File: config.mk
export PLATFORM = sky130hd
export DESIGN_NAME = regfile_scoreboard_imm
export DESIGN_NICKNAME = d
export VERILOG_FILES = /design/src/rtl/regfile_scoreboard_imm_pkg.sv /design/src/rtl/regfile_scoreboard_imm_imm_gen.sv /design/src/rtl/regfile_scoreboard_imm.sv
export SDC_FILE = /design/constraint.sdc
export NUM_CORES = 2
export LEC_CHECK = 0
export ABC_CLOCK_PERIOD_IN_PS = 4800
export CAP_MARGIN = 30
export CORE_ASPECT_RATIO = 1.4
export CORE_UTILIZATION = 55
export DETAILED_ROUTE_END_ITERATION = 16
export PLACE_DENSITY_LB_ADDON = 0.08
export SLEW_MARGIN = 40
export SYNTH_ARGS = -nofsm -noshare
export SYNTH_HDL_FRONTEND = slang
export SYNTH_SLANG_ARGS = --single-unit
File: constraint.sdc
create_clock -name clk -period 4.8 [get_ports clk]
set_clock_uncertainty 0.05 [all_clocks]
set_input_delay 1.2 -clock clk [delete_from_list [all_inputs] [get_ports clk]]
set_output_delay 1.2 -clock clk [all_outputs]
set_load 0.005 [all_outputs]
File: src/rtl/regfile_scoreboard_imm_pkg.sv
// Shared definitions for regfile_scoreboard_imm: RV32I opcodes and the
// immediate-format classification used by the immediate generator.
package regfile_scoreboard_imm_pkg;

  localparam logic [6:0] OP_R      = 7'b0110011;
  localparam logic [6:0] OP_I      = 7'b0010011;
  localparam logic [6:0] OP_LOAD   = 7'b0000011;
  localparam logic [6:0] OP_STORE  = 7'b0100011;
  localparam logic [6:0] OP_BRANCH = 7'b1100011;
  localparam logic [6:0] OP_JAL    = 7'b1101111;
  localparam logic [6:0] OP_JALR   = 7'b1100111;
  localparam logic [6:0] OP_LUI    = 7'b0110111;
  localparam logic [6:0] OP_AUIPC  = 7'b0010111;

  typedef enum logic [2:0] {
    IMM_NONE,
    IMM_I,
    IMM_S,
    IMM_B,
    IMM_U,
    IMM_J
  } imm_fmt_t;

  function automatic imm_fmt_t imm_format(input logic [6:0] opcode);
    imm_fmt_t fmt;
    fmt = IMM_NONE;
    case (opcode)
      OP_I, OP_LOAD, OP_JALR: fmt = IMM_I;
      OP_STORE:               fmt = IMM_S;
      OP_BRANCH:              fmt = IMM_B;
      OP_LUI, OP_AUIPC:       fmt = IMM_U;
      OP_JAL:                 fmt = IMM_J;
      default:                fmt = IMM_NONE;
    endcase
    return fmt;
  endfunction

endpackage

File: src/rtl/regfile_scoreboard_imm_imm_gen.sv
// Combinational RV32I immediate generator; every format is sign-extended
// to XLEN, R-type and unknown opcodes yield zero.
module regfile_scoreboard_imm_imm_gen
  import regfile_scoreboard_imm_pkg::*;
#(
  parameter int XLEN = 32
) (
  input  logic [31:0]     inst,
  output logic [XLEN-1:0] imm
);

  imm_fmt_t fmt;

  assign fmt = imm_format(inst[6:0]);

  always_comb begin
    imm = '0;
    case (fmt)
      IMM_I:   imm = XLEN'($signed(inst[31:20]));
      IMM_S:   imm = XLEN'($signed({inst[31:25], inst[11:7]}));
      IMM_B:   imm = XLEN'($signed({inst[31], inst[7], inst[30:25], inst[11:8], 1'b0}));
      IMM_U:   imm = XLEN'($signed({inst[31:12], 12'b0}));
      IMM_J:   imm = XLEN'($signed({inst[31], inst[19:12], inst[20], inst[30:21], 1'b0}));
      default: imm = '0;
    endcase
  end

endmodule

File: src/rtl/regfile_scoreboard_imm.sv
// Decode-stage register file with write-back bypass, busy scoreboard for
// RAW/WAW stalls, and immediate generation. REGFILE_DEBUG_PORT_EN adds a debug read port.
module regfile_scoreboard_imm
  import regfile_scoreboard_imm_pkg::*;
#(
  parameter int XLEN   = 32,
  parameter int NREGS  = 32,
  parameter int BYPASS = 1,
  localparam int AW    = $clog2(NREGS)
) (
  input  logic             clk,
  input  logic             rst,
  input  logic [31:0]      inst,
  input  logic             issue_valid,
  input  logic             wb_valid,
  input  logic [AW-1:0]    wb_rd,
  input  logic [XLEN-1:0]  wb_data,
  output logic [XLEN-1:0]  rs1_data,
  output logic [XLEN-1:0]  rs2_data,
  output logic [XLEN-1:0]  imm,
  output logic             stall,
  output logic [NREGS-1:0] busy_vec
`ifdef REGFILE_DEBUG_PORT_EN
  ,
  input  logic [AW-1:0]    dbg_addr,
  output logic [XLEN-1:0]  dbg_data
`endif
);

  logic [XLEN-1:0]  regs [NREGS];
  logic [NREGS-1:0] busy;
  logic [NREGS-1:0] busy_eff;
  logic [AW-1:0]    rs1, rs2, rd;
  logic [6:0]       opcode;
  logic             use_rs1, use_rs2, writes_op, writes_rd;
  logic             rs1_bypass, rs2_bypass, issue_fire;

  assign rs1    = inst[15 +: AW];
  assign rs2    = inst[20 +: AW];
  assign rd     = inst[7 +: AW];
  assign opcode = inst[6:0];

  always_comb begin
    use_rs1   = 1'b0;
    use_rs2   = 1'b0;
    writes_op = 1'b0;
    case (opcode)
      OP_R:                    begin use_rs1 = 1'b1; use_rs2 = 1'b1; writes_op = 1'b1; end
      OP_I, OP_LOAD, OP_JALR:  begin use_rs1 = 1'b1; writes_op = 1'b1; end
      OP_STORE, OP_BRANCH:     begin use_rs1 = 1'b1; use_rs2 = 1'b1; end
      OP_JAL, OP_LUI, OP_AUIPC: writes_op = 1'b1;
      default: ;
    endcase
  end

  assign writes_rd = writes_op && (rd != '0);

  // A write-back landing this cycle only clears the hazard if its data is forwarded.
  genvar gi;
  generate
    for (gi = 0; gi < NREGS; gi++) begin : g_busy_eff
      assign busy_eff[gi] = busy[gi] && !((BYPASS != 0) && wb_valid && (wb_rd == AW'(gi)));
    end
  endgenerate

  assign stall = issue_valid && ((use_rs1 && busy_eff[rs1]) ||
                                 (use_rs2 && busy_eff[rs2]) ||
                                 (writes_rd && busy_eff[rd]));
  assign issue_fire = issue_valid && !stall && writes_rd;
  assign busy_vec   = busy;

  assign rs1_bypass = (BYPASS != 0) && wb_valid && (wb_rd == rs1);
  assign rs2_bypass = (BYPASS != 0) && wb_valid && (wb_rd == rs2);
  assign rs1_data   = (rs1 == '0) ? '0 : (rs1_bypass ? wb_data : regs[rs1]);
  assign rs2_data   = (rs2 == '0) ? '0 : (rs2_bypass ? wb_data : regs[rs2]);

  // The issue set is written after the write-back clear so it wins on a collision.
  always_ff @(posedge clk) begin
    if (!rst) begin
      for (int r = 0; r < NREGS; r++) regs[r] <= '0;
      busy <= '0;
    end else begin
      if (wb_valid && (wb_rd != '0)) regs[wb_rd] <= wb_data;
      if (wb_valid) busy[wb_rd] <= 1'b0;
      if (issue_fire) busy[rd] <= 1'b1;
    end
  end

`ifdef REGFILE_DEBUG_PORT_EN
  assign dbg_data = (dbg_addr == '0) ? '0 : regs[dbg_addr];
`endif

  regfile_scoreboard_imm_imm_gen #(.XLEN(XLEN)) u_imm_gen (
    .inst (inst),
    .imm  (imm)
  );

endmodule

==> Word level (Yosys, flattened, before mapping) <==
Memories as Yosys holds them, arrays and structs flattened.
Cells that the tools add are included.
{ "word_totals": {"out_inout_bits": 129, "inputBits": 73, "ff_bits": 32, "ramBits": 1024, "mem_count": 1} }
{ "classes": {"order_cmp": 6, "n_reduce_logical": 122, "n_bitwise": 3, "mux": 29, "n_eq_ne": 47} }
{ "memory_table": {"columns": ["name", "depth", "width", "rd", "rd_ports_with_merged_regs", "wr", "line", "source"], "rows": [
  ["regs", 32, 32, 2, 0, 32, "regfile_scoreboard_imm.sv:30", "logic [XLEN-1:0] regs [NREGS];"]
]} }
{ "op_table": {"columns": ["op", "count"], "rows": [
  ["$mux W32", 8],
  ["$pmux W32 S5", 1],
  ["$eq A5 B5 Y1 const B", 16],
  ["$logic_and A1 B1 Y1", 76],
  ["$eq A5 B4 Y1 const B", 8],
  ["$logic_not A1 Y1", 33],
  ["$and A32 B32 Y32", 1],
  ["$not A32 Y32", 1],
  ["$or A32 B32 Y32", 1],
  ["$reduce_or A32 Y1", 1],
  ["$lt A5 B6 Y1 const B", 4],
  ["$eq A7 B6 Y1 const B", 3],
  ["$eq A7 B7 Y1 const B", 3],
  ["$eq A5 B3 Y1 const B", 4],
  ["$bmux W1 S5", 3],
  ["$logic_not A5 Y1", 3],
  ["$pmux W3 S5", 1],
  ["$eq A7 B5 Y1 const B", 2],
  ["$mux W1", 13],
  ["$demux W1 S5", 2],
  ["$eq A5 B2 Y1 const B", 2],
  ["$eq A5 B5 Y1", 2],
  ["$ge A5 B1 Y1 const B", 2],
  ["$reduce_bool A5 Y1", 2],
  ["11 further kinds", 15]
]} }

==> Logic depth before layout (Yosys ltp) <==
{ "depth": {"depth_word": 14, "depth_mapped": 11, "ltp_nobuf": 8} }

==> Modules after synthesis <==
Synthesis repeated with hierarchy kept, for this count alone.
{ "hier_totals": {"cells_unflattened": 3830, "area_unflattened_um2": 58227.1} }
{ "by_module_without_submodules": {"columns": ["mod", "cells_per_inst", "area_each_um2", "instances"], "rows": [
  ["regfile_scoreboard_imm", 3754, 57736.6, 1],
  ["regfile_scoreboard_imm_imm_gen", 76, 490.5, 1]
]} }

==> Worst setup path before layout <==
OpenSTA, ideal clock, no wires.
{ "synth_timing": {"path_kind": "input port to flip-flop", "from": "in rst", "to": "mem regs[14][0] (enable)", "n_path_buf": 1, "stages": 5, "path_slack_ns": -0.163, "arrival_time_ns": 4.448, "required_time_ns": 4.284, "cell_sequence": "clkbuf_1 -> inv_1 -> nor3b_1 -> nand2_1 -> o21ai_0"} }
{ "synth_rtl": {"columns": ["item", "line", "source"], "rows": [
  ["start: declaration", "regfile_scoreboard_imm.sv:12", "input logic rst,"],
  ["end: declaration", "regfile_scoreboard_imm.sv:30", null]
]} }

==> Worst setup path in the final report <==
{ "layout_timing": {"from": "in inst[10]", "to": "out stall"} }
{ "layout_between": {"elab_chain_len": 5} }
{ "layout_lines": {"columns": ["item", "line", "source"], "rows": [
  ["start: declaration", "regfile_scoreboard_imm.sv:13", "input logic [31:0] inst,"],
  ["$bmux W1 S5 or $reduce_bool A5 Y1 (tied branches)", "regfile_scoreboard_imm.sv:68, regfile_scoreboard_imm.sv:56", null],
  ["$mux W1 (implied by the code) or $logic_and A1 B1 Y1 (tied branches)", "regfile_scoreboard_imm.sv:68, regfile_scoreboard_imm.sv:56", null],
  ["$logic_and A1 B1 Y1 *", "regfile_scoreboard_imm.sv:68", "(writes_rd && busy_eff[rd]));"],
  ["$logic_or A1 B1 Y1 *", "regfile_scoreboard_imm.sv:67", "(use_rs2 && busy_eff[rs2]) ||"],
  ["$logic_and A1 B1 Y1 *", "regfile_scoreboard_imm.sv:66", "assign stall = issue_valid && ((use_rs1 && busy_eff[rs1]) ||"],
  ["end: declaration", "regfile_scoreboard_imm.sv:21", "output logic stall,"]
]} }
Mark *: on every way between the ends. The rest lies on a longest branch, timed or not. The select of a mux whose other input is x is not followed.

==> flow_results.org <==
** Yosys
- The cell area that synthesis handed to floorplanning was 0.0581 sq mm.
- Number of warnings reported in the yosys synthesis log :: 0
- The most used flip-flop cell after synthesis is edfxtp_1.
- In the synthesized netlist, the number of instances is 3,843.
- The synthesized design contains 1,024 enable-type register cells.
- Flops & latches, synth :: 1,056
- Each instance of the synthesized netlist takes up on average 15.1 sq um.
- After synthesis, the share of flip-flops with an asynchronous set or reset is 0.
- Distinct cell type count after synthesis :: 74
- Sequential element share of the synthesized area :: 0.541

** Global routing
- Maximum number of pins on one net before global-route repair :: 47
- Vias in the first global route :: 42,049
- Global-route usage over all layers :: 0.441
- Global routing finished with a remaining overflow of 0.
- Antenna violations before repair :: 20
- Wire length of the first global-routing pass :: 324,000 um

** Power
- Overall power consumption after layout is estimated at 22,800 uW.
- Proportion of power drawn by flip-flops and latches :: 0.477
- Internal power contribution :: 16,900 uW
- For this design the ratio of total power to cell area is 318 mW/mm^2.
- Reported leakage power :: 0.0254 uW
- Of the total power, the clock network draws 0.363.
- IR analysis of the VDD net gives a maximum drop of 0.000298 V.
- Switching part of the total power :: 0.258
- Net Sw Power :: 5880 uW
- Of the total power, combinational logic draws 0.160.

** Drt
- WL final :: 234,000 um
- The first routing iteration left 6,921 violations.
- Count of unresolved DRC violations after routing :: 0
- Drt wl/cell :: 40.3 um
- The final route contains 42,137 vias.
- Post-DRT Antenna Nets :: 0
- For this run, the detailed router's first-pass iteration total came to 7.
- In the routed layout, each cell is associated on average with a via count of 7.25.

** Status
- Violations in the final reports :: negative setup slack
- Outcome :: finished, violations left

** Die
- The initialized floorplan defines 140 standard-cell rows.
- The total area inside the core boundary comes to 0.104 sq mm.
- Total die area :: 0.107 sq mm
- For this configuration, the core starts out at a cell density of 0.556.
- Die H :: 386 um
- During I/O placement, the number of pins put on the boundary was 202.
- Die Width :: 277 um

** Timing
- Max-slew violation count :: 0
- Setup-violating endpoint count in the final report :: 1
- Timing would allow up to 208 MHz.
- Count of endpoints failing hold in the final timing report :: 0
- Actual slew at the worst max-slew pin :: 0.914 ns
- Worst Hold Slack :: 0.528 ns
- Dividing the final minimum period by the clock period gives 1.00.
- Fin crit period :: 4.80 ns
- Final TNS setup :: -0.00374 ns
- Setup repair after global routing could not meet its margin everywhere.
- Max-Slew Margin vs Limit :: 0.391
- Least setup slack across all paths after layout :: -0.00374 ns

** Setup path
- The critical path goes through clkdlybuf4s50_1 > buf_4 > nor2b_1 > buf_4 > buf_4 > nand2_1 > a211oi_2 > nor4b_2 > buf_4 > a41oi_4 > a31oi_4 > buf_2.
- Arrival @ worst endpoint :: 3.55 ns
- By instance count, the cell type seen most on the critical path is buf_4.
- Crit. End Element :: output pin
- The largest individual stage delay along the critical path comes from the cell clkdlybuf4s50_1.
- The setup path with the least slack is of type in -> out.
- Required time of the critical path :: 3.55 ns
- STA classifies the critical path startpoint as an input pin.
- Of all nets on the critical path, the largest fanout is 5.
- The largest single stage delay on the critical path is 0.45 ns.

** Final layout
- The finished cells cover 0.0717 sq mm.
- The net count of the finished layout is 4,430.
- Synth-to-layout area growth :: 23.5%
- Fraction of final layout cells sized beyond drive strength 1 :: 0.359

** Flow run
- Across the run, the number of max-cap violations was 0.

** Clocking
- Clock slew seen by the registers of the worst setup and hold paths :: 0.07 ns
- Counting every sink on the clock net gives 1,056.
- Number of buffers created by CTS :: 104
- The clock reaches the later pin of the worst-skew pair after 0.73 ns.
- Maximum clock insertion buffer count :: 3
- TritonCTS clock tree :: done
- Number of levels in the clock H-tree :: 3
- Clock root buffer master :: clkbuf_16
- Hold repair after CTS inserted 0 buffers.

** Placed design
- Post-place setup slack :: -0.823 ns
- I/O Buffers :: 201
- At the end of routability-driven placement, the weighted congestion stood at 0.945.
- Dpl cell area :: 0.0665 sq mm
- After legalization and detailed placement, the total HPWL measured 140,000 um.

** Hold path
- The worst hold path belongs to the class reg -> reg.
[final timing paths]
check	from	endpoint	slack [ns]	cells after the start
max	inst[10]	stall	-0.004	12
min	busy_vec[16]	busy_vec[16]	0.53	2
min reg2reg	busy_vec[16]	busy_vec[16]	0.53	2
max reg2reg	busy_vec[16]	busy_vec[25]	2.14	10
[power groups by stage]
| stage | clock network, uW | logic (uW) | registers, uW |
|---|---|---|---|
| after detailed placement | 0 | 3430 | 11000 |
| after floorplan | 0 | 1800 | 10900 |
| final | 8280 | 3650 | 10900 |
| after global placement | 0 | 3410 | 11000 |
| after CTS | 8250 | 3540 | 10800 |
| after global routing | 8550 | 3720 | 10900 |
[cell families (layout without fill, tap and decap cells)]
| family | count (synthesis) | after routing | synth area share |
|---|---|---|---|
| AND/OR/NAND/NOR | 1366 | 1366 | 0.139 |
| flip-flops | 1056 | 1056 | 0.541 |
| multiplexers | 699 | 699 | 0.255 |
| buffers and inverters | 427 | 991 | 0.0297 |
| AO/OA/AOI/OAI | 282 | 282 | 0.0333 |
| XOR/XNOR | 12 | 12 | 0.00181 |
| other | 1 | 53 | 0.0000646 |
[timing repair]
action / in CTS / in global routing
gates resized for setup: 258 / 89
buffers inserted: 52 / 20
endpoints found under the setup margin: 85 / 68
pin swaps: 23 / 31
gates cloned: 7 / 5
[critical path: cells and delay by family]
kind | cells | cell delay (ns)
buf+inv | 6 | 1.23
simple gates | 3 | 0.43
compound gates | 3 | 0.69
[routing by layer]
metal  up-vias  track usage  wire, um  part of all wire
met5         -            0        11          0.000047
met3       858        0.108     32700              0.14
met2      3835        0.692    110000              0.47
met1     21513        0.550     73800              0.32
met4         2        0.283     17300             0.074
li1      15929            -         -                 -
[cell type report]
class                           instances  area [sq um]
Antenna cell                           21          52.6
Clock buffer                          124          2720
Clock inverter                         63           603
Fill cell                            7172         32700
Inverter                               11          42.5
Multi-Input combinational cell       2391         26300
Sequential cell                      1056         31400
Tap cell                             1349          1690
Timing Repair Buffer                  793          8870
[per-stage QoR]
| step | util | cells |
|---|---|---|
| after floorplan | - | 3874 |
| after global placement | 0.637 | 5527 |
| after detailed placement | 0.637 | 5527 |
| after CTS | 0.682 | 5771 |
| after global routing | 0.686 | 5790 |
| final | 0.687 | 5808 |
[registers in the layout (all words and copies together), names as in the netlist]
signal and count:
busy_vec 32, regs 1024
[cells in the mapped netlist, drive strengths merged (9+ instances only)]
library cell / instances / area share
inv: 9 / 0.00058
o22ai: 15 / 0.0016
clkbuf: 298 / 0.019
a21boi: 12 / 0.0016
a21o: 21 / 0.0027
and2: 1003 / 0.11
nand4: 13 / 0.0024
nor3: 17 / 0.0015
dfxtp: 32 / 0.011
nand2: 111 / 0.0072
nor2: 114 / 0.0074
a211oi: 73 / 0.0094
nand2b: 12 / 0.0013
o211ai: 9 / 0.0012
nor2b: 21 / 0.0023
nand3: 31 / 0.0027
o21ai: 76 / 0.0067
a311oi: 12 / 0.0018
a31oi: 14 / 0.0015
buf: 118 / 0.0097
edfxtp: 1024 / 0.53
mux4: 624 / 0.24
mux2i: 69 / 0.012
a21oi: 15 / 0.0013
[placed cells by master (no fill, tap or decap), drive strengths merged, types with 31 or more instances in the layout]
cell type	netlist	layout
mux2i	69	69
dlygate4sd2	0	52
nand2	111	111
nand3	31	31
clkbuf	298	130
o21ai	76	76
clkinv	2	49
dfxtp	32	32
edfxtp	1024	1024
nor2	114	114
clkdlybuf4s50	0	109
a211oi	73	73
conb	1	32
buf	118	604
mux4	624	624
and2	1003	1003
Note: power is estimated with default switching activity, not from simulation.
